### src/rtl/alu_exec_stage_if.sv
// Handshake bundle between the ALU control decoder, the execute stage and mem/writeback.
// No logic; carries the request channel, the result channel and the flush strobe.
// Backpressure: in_ready/out_ready follow valid/ready semantics; the master side is upstream.
interface alu_exec_stage_if #(
  parameter int DW = 16,
  parameter int RW = 3
);
  // request channel, driven by the upstream decoder
  logic          flush;
  logic          in_valid;
  logic          in_ready;
  logic [2:0]    alu_control;
  logic [DW-1:0] op_a;
  logic [DW-1:0] op_b;
  logic [RW-1:0] in_rd;

  // result channel, consumed by mem/writeback
  logic          out_valid;
  logic          out_ready;
  logic [DW-1:0] out_result;
  logic          out_zero;
  logic          out_ovf;
  logic [RW-1:0] out_rd;

  // upstream producer and downstream consumer viewed as one agent
  modport master (
    output flush, in_valid, alu_control, op_a, op_b, in_rd, out_ready,
    input  in_ready, out_valid, out_result, out_zero, out_ovf, out_rd
  );

  // the execute stage itself
  modport slave (
    input  flush, in_valid, alu_control, op_a, op_b, in_rd, out_ready,
    output in_ready, out_valid, out_result, out_zero, out_ovf, out_rd
  );
endinterface

### src/rtl/alu_exec_stage.sv
// Execute stage: 16-bit ALU with zero/overflow flags, registered toward mem/writeback.
// Latency: one cycle from acceptance to out_valid; one op per cycle when out_ready stays high.
// Backpressure: output register plus one skid entry; in_ready is registered and drops only when the skid is full.
module alu_exec_stage #(
  parameter int DW = 16,
  parameter int RW = 3
) (
  input  logic           clk,
  input  logic           rst_n,
  alu_exec_stage_if.slave bus
);

  localparam logic [2:0] OP_ADD = 3'b000;
  localparam logic [2:0] OP_SUB = 3'b001;
  localparam logic [2:0] OP_NOT = 3'b010;
  localparam logic [2:0] OP_SHL = 3'b011;
  localparam logic [2:0] OP_SHR = 3'b100;
  localparam logic [2:0] OP_AND = 3'b101;
  localparam logic [2:0] OP_OR  = 3'b110;
  localparam logic [2:0] OP_SLT = 3'b111;

  // one held result: value, overflow flag and the destination tag that rides along
  typedef struct packed {
    logic [DW-1:0] result;
    logic          ovf;
    logic [RW-1:0] rd;
  } ent_t;

  ent_t          calc;
  ent_t          or_q;
  ent_t          sk_q;
  logic          or_vld;
  logic          sk_vld;
  logic          rdy_q;
  logic          accept;
  logic          drain;
  logic [DW-1:0] sum;
  logic [DW-1:0] dif;
  logic [3:0]    shamt;
  logic          slt;

  assign sum    = bus.op_a + bus.op_b;
  assign dif    = bus.op_a - bus.op_b;
  assign shamt  = bus.op_b[3:0];
  assign slt    = $signed(bus.op_a) < $signed(bus.op_b);

  assign accept = bus.in_valid & rdy_q;
  assign drain  = or_vld & bus.out_ready;

  // ALU result, overflow and tag for the op being offered this cycle
  always_comb begin
    calc        = '0;
    calc.rd     = bus.in_rd;
    unique case (bus.alu_control)
      OP_ADD: begin
        calc.result = sum;
        calc.ovf    = (bus.op_a[DW-1] == bus.op_b[DW-1]) && (sum[DW-1] != bus.op_a[DW-1]);
      end
      OP_SUB: begin
        calc.result = dif;
        calc.ovf    = (bus.op_a[DW-1] != bus.op_b[DW-1]) && (dif[DW-1] != bus.op_a[DW-1]);
      end
      OP_NOT:  calc.result = ~bus.op_a;
      OP_SHL:  calc.result = bus.op_a << shamt;
      OP_SHR:  calc.result = bus.op_a >> shamt;
      OP_AND:  calc.result = bus.op_a & bus.op_b;
      OP_OR:   calc.result = bus.op_a | bus.op_b;
      OP_SLT:  calc.result = {{(DW-1){1'b0}}, slt};
      default: calc.result = '0;
    endcase
  end

  // Output register and skid entry. The skid only fills when the output register is
  // stalled, and while it is full in_ready is low, so a drain never races an accept
  // into the skid. Flush wins over everything and drops any concurrent accept.
  always_ff @(posedge clk or negedge rst_n) begin
    if (!rst_n) begin
      or_vld <= 1'b0;
      sk_vld <= 1'b0;
      rdy_q  <= 1'b1;
      or_q   <= '0;
      sk_q   <= '0;
    end else if (bus.flush) begin
      or_vld <= 1'b0;
      sk_vld <= 1'b0;
      rdy_q  <= 1'b1;
    end else if (sk_vld) begin
      if (drain) begin
        or_q   <= sk_q;
        sk_vld <= 1'b0;
        rdy_q  <= 1'b1;
      end
    end else if (!or_vld || drain) begin
      or_vld <= accept;
      if (accept) begin
        or_q <= calc;
      end
    end else if (accept) begin
      sk_q   <= calc;
      sk_vld <= 1'b1;
      rdy_q  <= 1'b0;
    end
  end

  assign bus.in_ready   = rdy_q;
  assign bus.out_valid  = or_vld;
  assign bus.out_result = or_q.result;
  assign bus.out_ovf    = or_q.ovf;
  assign bus.out_rd     = or_q.rd;
  // zero flag comes from the held result, gated so an empty stage reports 0
  assign bus.out_zero   = or_vld & (or_q.result == '0);

endmodule
### src/flat_wrapper.sv
// flat-port wrapper written by rule: the top's interface ports become plain ports
module alu_exec_stage_flat 
#(
  parameter int DW = 16,
  parameter int RW = 3
)
  (clk, rst_n, bus_flush, bus_in_valid, bus_alu_control, bus_op_a, bus_op_b, bus_in_rd, bus_out_ready, bus_in_ready, bus_out_valid, bus_out_result, bus_out_zero, bus_out_ovf, bus_out_rd);
  alu_exec_stage_if #(.DW(DW), .RW(RW)) bus_i ();
  input  logic clk;
  input  logic rst_n;
  input wire logic [$bits(bus_i.flush)-1:0] bus_flush;
  input wire logic [$bits(bus_i.in_valid)-1:0] bus_in_valid;
  input wire logic [$bits(bus_i.alu_control)-1:0] bus_alu_control;
  input wire logic [$bits(bus_i.op_a)-1:0] bus_op_a;
  input wire logic [$bits(bus_i.op_b)-1:0] bus_op_b;
  input wire logic [$bits(bus_i.in_rd)-1:0] bus_in_rd;
  input wire logic [$bits(bus_i.out_ready)-1:0] bus_out_ready;
  output wire logic [$bits(bus_i.in_ready)-1:0] bus_in_ready;
  output wire logic [$bits(bus_i.out_valid)-1:0] bus_out_valid;
  output wire logic [$bits(bus_i.out_result)-1:0] bus_out_result;
  output wire logic [$bits(bus_i.out_zero)-1:0] bus_out_zero;
  output wire logic [$bits(bus_i.out_ovf)-1:0] bus_out_ovf;
  output wire logic [$bits(bus_i.out_rd)-1:0] bus_out_rd;
  assign bus_i.flush = bus_flush;
  assign bus_i.in_valid = bus_in_valid;
  assign bus_i.alu_control = bus_alu_control;
  assign bus_i.op_a = bus_op_a;
  assign bus_i.op_b = bus_op_b;
  assign bus_i.in_rd = bus_in_rd;
  assign bus_i.out_ready = bus_out_ready;
  assign bus_in_ready = bus_i.in_ready;
  assign bus_out_valid = bus_i.out_valid;
  assign bus_out_result = bus_i.out_result;
  assign bus_out_zero = bus_i.out_zero;
  assign bus_out_ovf = bus_i.out_ovf;
  assign bus_out_rd = bus_i.out_rd;
  alu_exec_stage #(.DW(DW), .RW(RW)) u_core (.clk(clk), .rst_n(rst_n), .bus(bus_i));
endmodule
### config.mk
export PLATFORM = sky130hd
export DESIGN_NAME = alu_exec_stage_flat
export DESIGN_NICKNAME = d
export VERILOG_FILES = /design/src/rtl/alu_exec_stage_if.sv /design/src/rtl/alu_exec_stage.sv /design/src/flat_wrapper.sv
export SDC_FILE = /design/constraint.sdc
export NUM_CORES = 1
export LEC_CHECK = 0
export ABC_AREA = 1
export CELL_PAD_IN_SITES_DETAIL_PLACEMENT = 0
export CELL_PAD_IN_SITES_GLOBAL_PLACEMENT = 1
export CORE_MARGIN = 2
export CORE_UTILIZATION = 36
export CTS_CLUSTER_SIZE = 25
export DETAILED_ROUTE_END_ITERATION = 12
export GPL_ROUTABILITY_DRIVEN = 0
export HOLD_SLACK_MARGIN = 0.15
export PLACE_DENSITY_LB_ADDON = 0.12
export SETUP_SLACK_MARGIN = 0.05
export SYNTH_ARGS = -nofsm -noshare
export SYNTH_HDL_FRONTEND = slang
export SYNTH_SLANG_ARGS = --single-unit
### constraint.sdc
create_clock -name clk -period 1.55 [get_ports clk]
set_input_delay 0.31 -clock clk [delete_from_list [all_inputs] [get_ports clk]]
set_output_delay 0.31 -clock clk [all_outputs]
set_load 0.01 [all_outputs]
==> flow_metrics.tcl <==
set metrics [dict create \
    ant_nets 0 \
    cp_max_fo 2 \
    r2r_end "u_core.sk_q[10]$_DFFE_PN0P_" \
    synth_top_area_share_pct 22.5 \
    drt_iter0_markers 820 \
    peakVddDrop_v 0.000454 \
    syn2layout_area_growth_pct 93.9 \
    r2r-start "u_core.bus.out_valid$_DFFE_PN0P_" \
    worst_ep_required_time_ns 1.24 \
    start_util_pct 36.8 \
    wire_per_inst_um 18.3 \
    tightest_slew_ns 0.441 \
    power_density_nw_per_um2 592 \
    synth_edf_count 0 \
    place_area_um2 8700 \
    fin_crit_sh_pct 123 \
    clockRootBuffer "clkbuf_16" \
    critical_path_class "reg2out" \
    wl_um 29200 \
    yosysMostFrequentCell "nand2_1" \
    setup_ws_ns -0.359 \
    n_antenna_cell 0 \
    dieArea_um2 17300 \
    utilization_pct 71.4 \
    syn-num-nets 1137 \
    drt_first_pass_iters 5 \
    rsz0062_at_grt "yes" \
    crit_path_end_kind "output pin" \
    synth_common_cells "nand2_1, nand3_1, inv_1, nor2_1, a21oi_1" \
    finClkSkew_ns 0.00608 \
    routed_via_density 5.35 \
    cap_viol_max_count 0 \
    hp-class "reg2reg" \
    fin_setup_tns_ns -4.39 \
    ys_ff_latch 43 \
    crit_path_end "bus_out_zero" \
    violations "setup timing" \
    htree_levels 2 \
    clk_latency_ns 0.28 \
    reg2reg_depth 10 \
    synthTopCellsByArea "nand2_1, dfrtp_1, nand3_1, ha_1, inv_1" \
    core_region_area_um2 15900 \
    cts_tree "built" \
    ioPinCount 66 \
    cts_inserted_buffers 5 \
    drive_gt1_share_pct 52.2 \
    timing.final.max_slew_violations 0 \
    synth_warnings 0 \
    antenna_found_initial 0 \
    synth_top_family_by_area "simple AND/OR/NAND/NOR gates" \
    synthAdderAreaFrac_pct 11.2 \
    fp.dieW_um 131 \
    grt_overflow 0 \
    clock_sinks 43 \
    synthSimpleGateAreaFrac_pct 47.3 \
    clockBufferDepth 2 \
    via_count 8547 \
    synth_mux_area_share_pct 0 \
    fmax_mhz 524 \
    cts.clk_slew.worst_paths_ns 0.06 \
    drc 0 \
    setup_violations 34 \
    dp_hpwl_um 20500 \
    num_rows 46 \
    synth-seq-area-share_pct 18.4 \
    grt_pass1_wl_um 42900 \
    n_fill_cell 1300 \
    ys.flop_type "dfrtp_1" \
    yosys.area.top_type "nand2_1" \
    port_buffers 65 \
    p_leak_nw 5.75 \
    startpoint_type "flop" \
    period_needed_ns 1.91 \
    crit_arrival_ns 1.60 \
    hold_violations 0 \
    die_h_um 131 \
    yosys.cell_types.count 36 \
    syn_area_per_cell_um2 5.61 \
    syn_area_um2 5850 \
    status "complete, but fails checks" \
    postSynthCellCount 1043 \
    grt_use_total_pct 31.3 \
    crit_path_start "u_core.bus.out_result[0]$_DFFE_PN0P_" \
    r2r_slack_ns 0.04 \
    synth_xor_area_share_pct 0.599 \
    async_flop_share_pct 100 \
    grt_pass1_vias 7943 \
    finish.instance_area_um2 11300 \
    synth_compound_area_share_pct 11.3 \
    nets 1474 \
    maxSlewHeadroom_pct 70.6 \
    grt_max_degree 34 \
]
-- through the flow --
stage / hold WS (ns) / cells / setup slack [ns] / total power [mW]
after floorplan: 0.0144 / 1043 / -0.232 / 3.01
after global placement: 0.279 / 1525 / -1.04 / 4.58
after detailed placement: 0.274 / 1525 / -1.08 / 4.60
after CTS: 0.483 / 1575 / -0.375 / 6.25
after global routing: 0.510 / 1597 / -0.438 / 7.10
final: 0.482 / 1597 / -0.359 / 6.72
-- registers in the layout (all words and copies together), names as in the netlist --
register               flops
u_core.sk_q               20
u_core.bus.out_result     16
u_core.bus.out_rd          3
u_core.bus.in_ready        1
u_core.bus.out_ovf         1
u_core.bus.out_valid       1
u_core.sk_vld              1
-- cell families after synthesis --
group / after synthesis
XOR/XNOR: 4
flip-flops: 43
adder cells (fa/ha/maj): 51
AND/OR/NAND/NOR: 662
AO/OA/AOI/OAI: 120
buffers and inverters: 163
-- per-layer routing --
metal  part of all wire [%]  routed length, um  vias up  GRT usage [%]
met1                     43              12500     4020           42.6
met4                    4.3               1250        0           10.1
met5                      0                  0        -              0
met3                    6.7               1940       86           4.36
li1                       -                  -     4052              -
met2                     46              13500      389           51.1
-- how the worst min path moves through the flow --
stage	start	to	slack (ns)	cells past startpoint
after CTS	u_core.sk_q[1]$_DFFE_PN0P_	u_core.sk_q[1]$_DFFE_PN0P_	0.48	2
after global routing	u_core.sk_q[0]$_DFFE_PN0P_	u_core.sk_q[0]$_DFFE_PN0P_	0.51	2
final	u_core.sk_q[19]$_DFFE_PN0P_	u_core.sk_q[19]$_DFFE_PN0P_	0.48	2
after global placement	rst_n	u_core.bus.out_result[3]$_DFFE_PN0P_	0.28	1
after detailed placement	rst_n	u_core.bus.out_result[3]$_DFFE_PN0P_	0.27	1
after floorplan	rst_n	u_core.bus.out_ovf$_DFFE_PN0P_	0.01	0
-- placed cells by master (no fill, tap or decap), types with 26 or more instances in the layout --
cell and count:
inv_2 40, nand2_2 59, nand3_2 72, nand3_1 64, inv_1 62, buf_6 48, nand2_4 40, buf_4 247
nor2_1 87, nand2_1 253, dfrtp_1 42, a21oi_1 26, ha_4 27
-- cell type report --
cell class	instances	area [um^2]	share of cell area [%]
clock buffer	6	129	1.14
clock inverter	2	12.5	0.110
inverter	124	561	4.94
multi-input combinational	837	5980	52.8
sequential	43	1080	9.50
tap	216	270	2.38
timing repair buffer	369	3310	29.2
-- power by group --
part | internal [mW] | switching (mW) | leakage, nW | total [mW]
Clock | 0.594 | 0.418 | 0.0669 | 1.01
Combinational | 1.94 | 2.22 | 5.15 | 4.17
Sequential | 1.40 | 0.138 | 0.535 | 1.54
Total | 3.94 | 2.78 | 5.75 | 6.72
-- critical path: stages (launching register included) --
cell	delay, ns
dfrtp_1	0.38
or4_4	0.54
nor4_2	0.22
buf_2	0.17
-- timing repair --
item,CTS,global route
endpoints found under the setup margin,53,40
setup buffers,38,27
gates cloned,5,1
hold buffers,1,0
pin swaps,178,130
resized for setup,570,160
endpoints found under the hold margin,15,0
No activity file was read; power rests on OpenSTA's default activity.
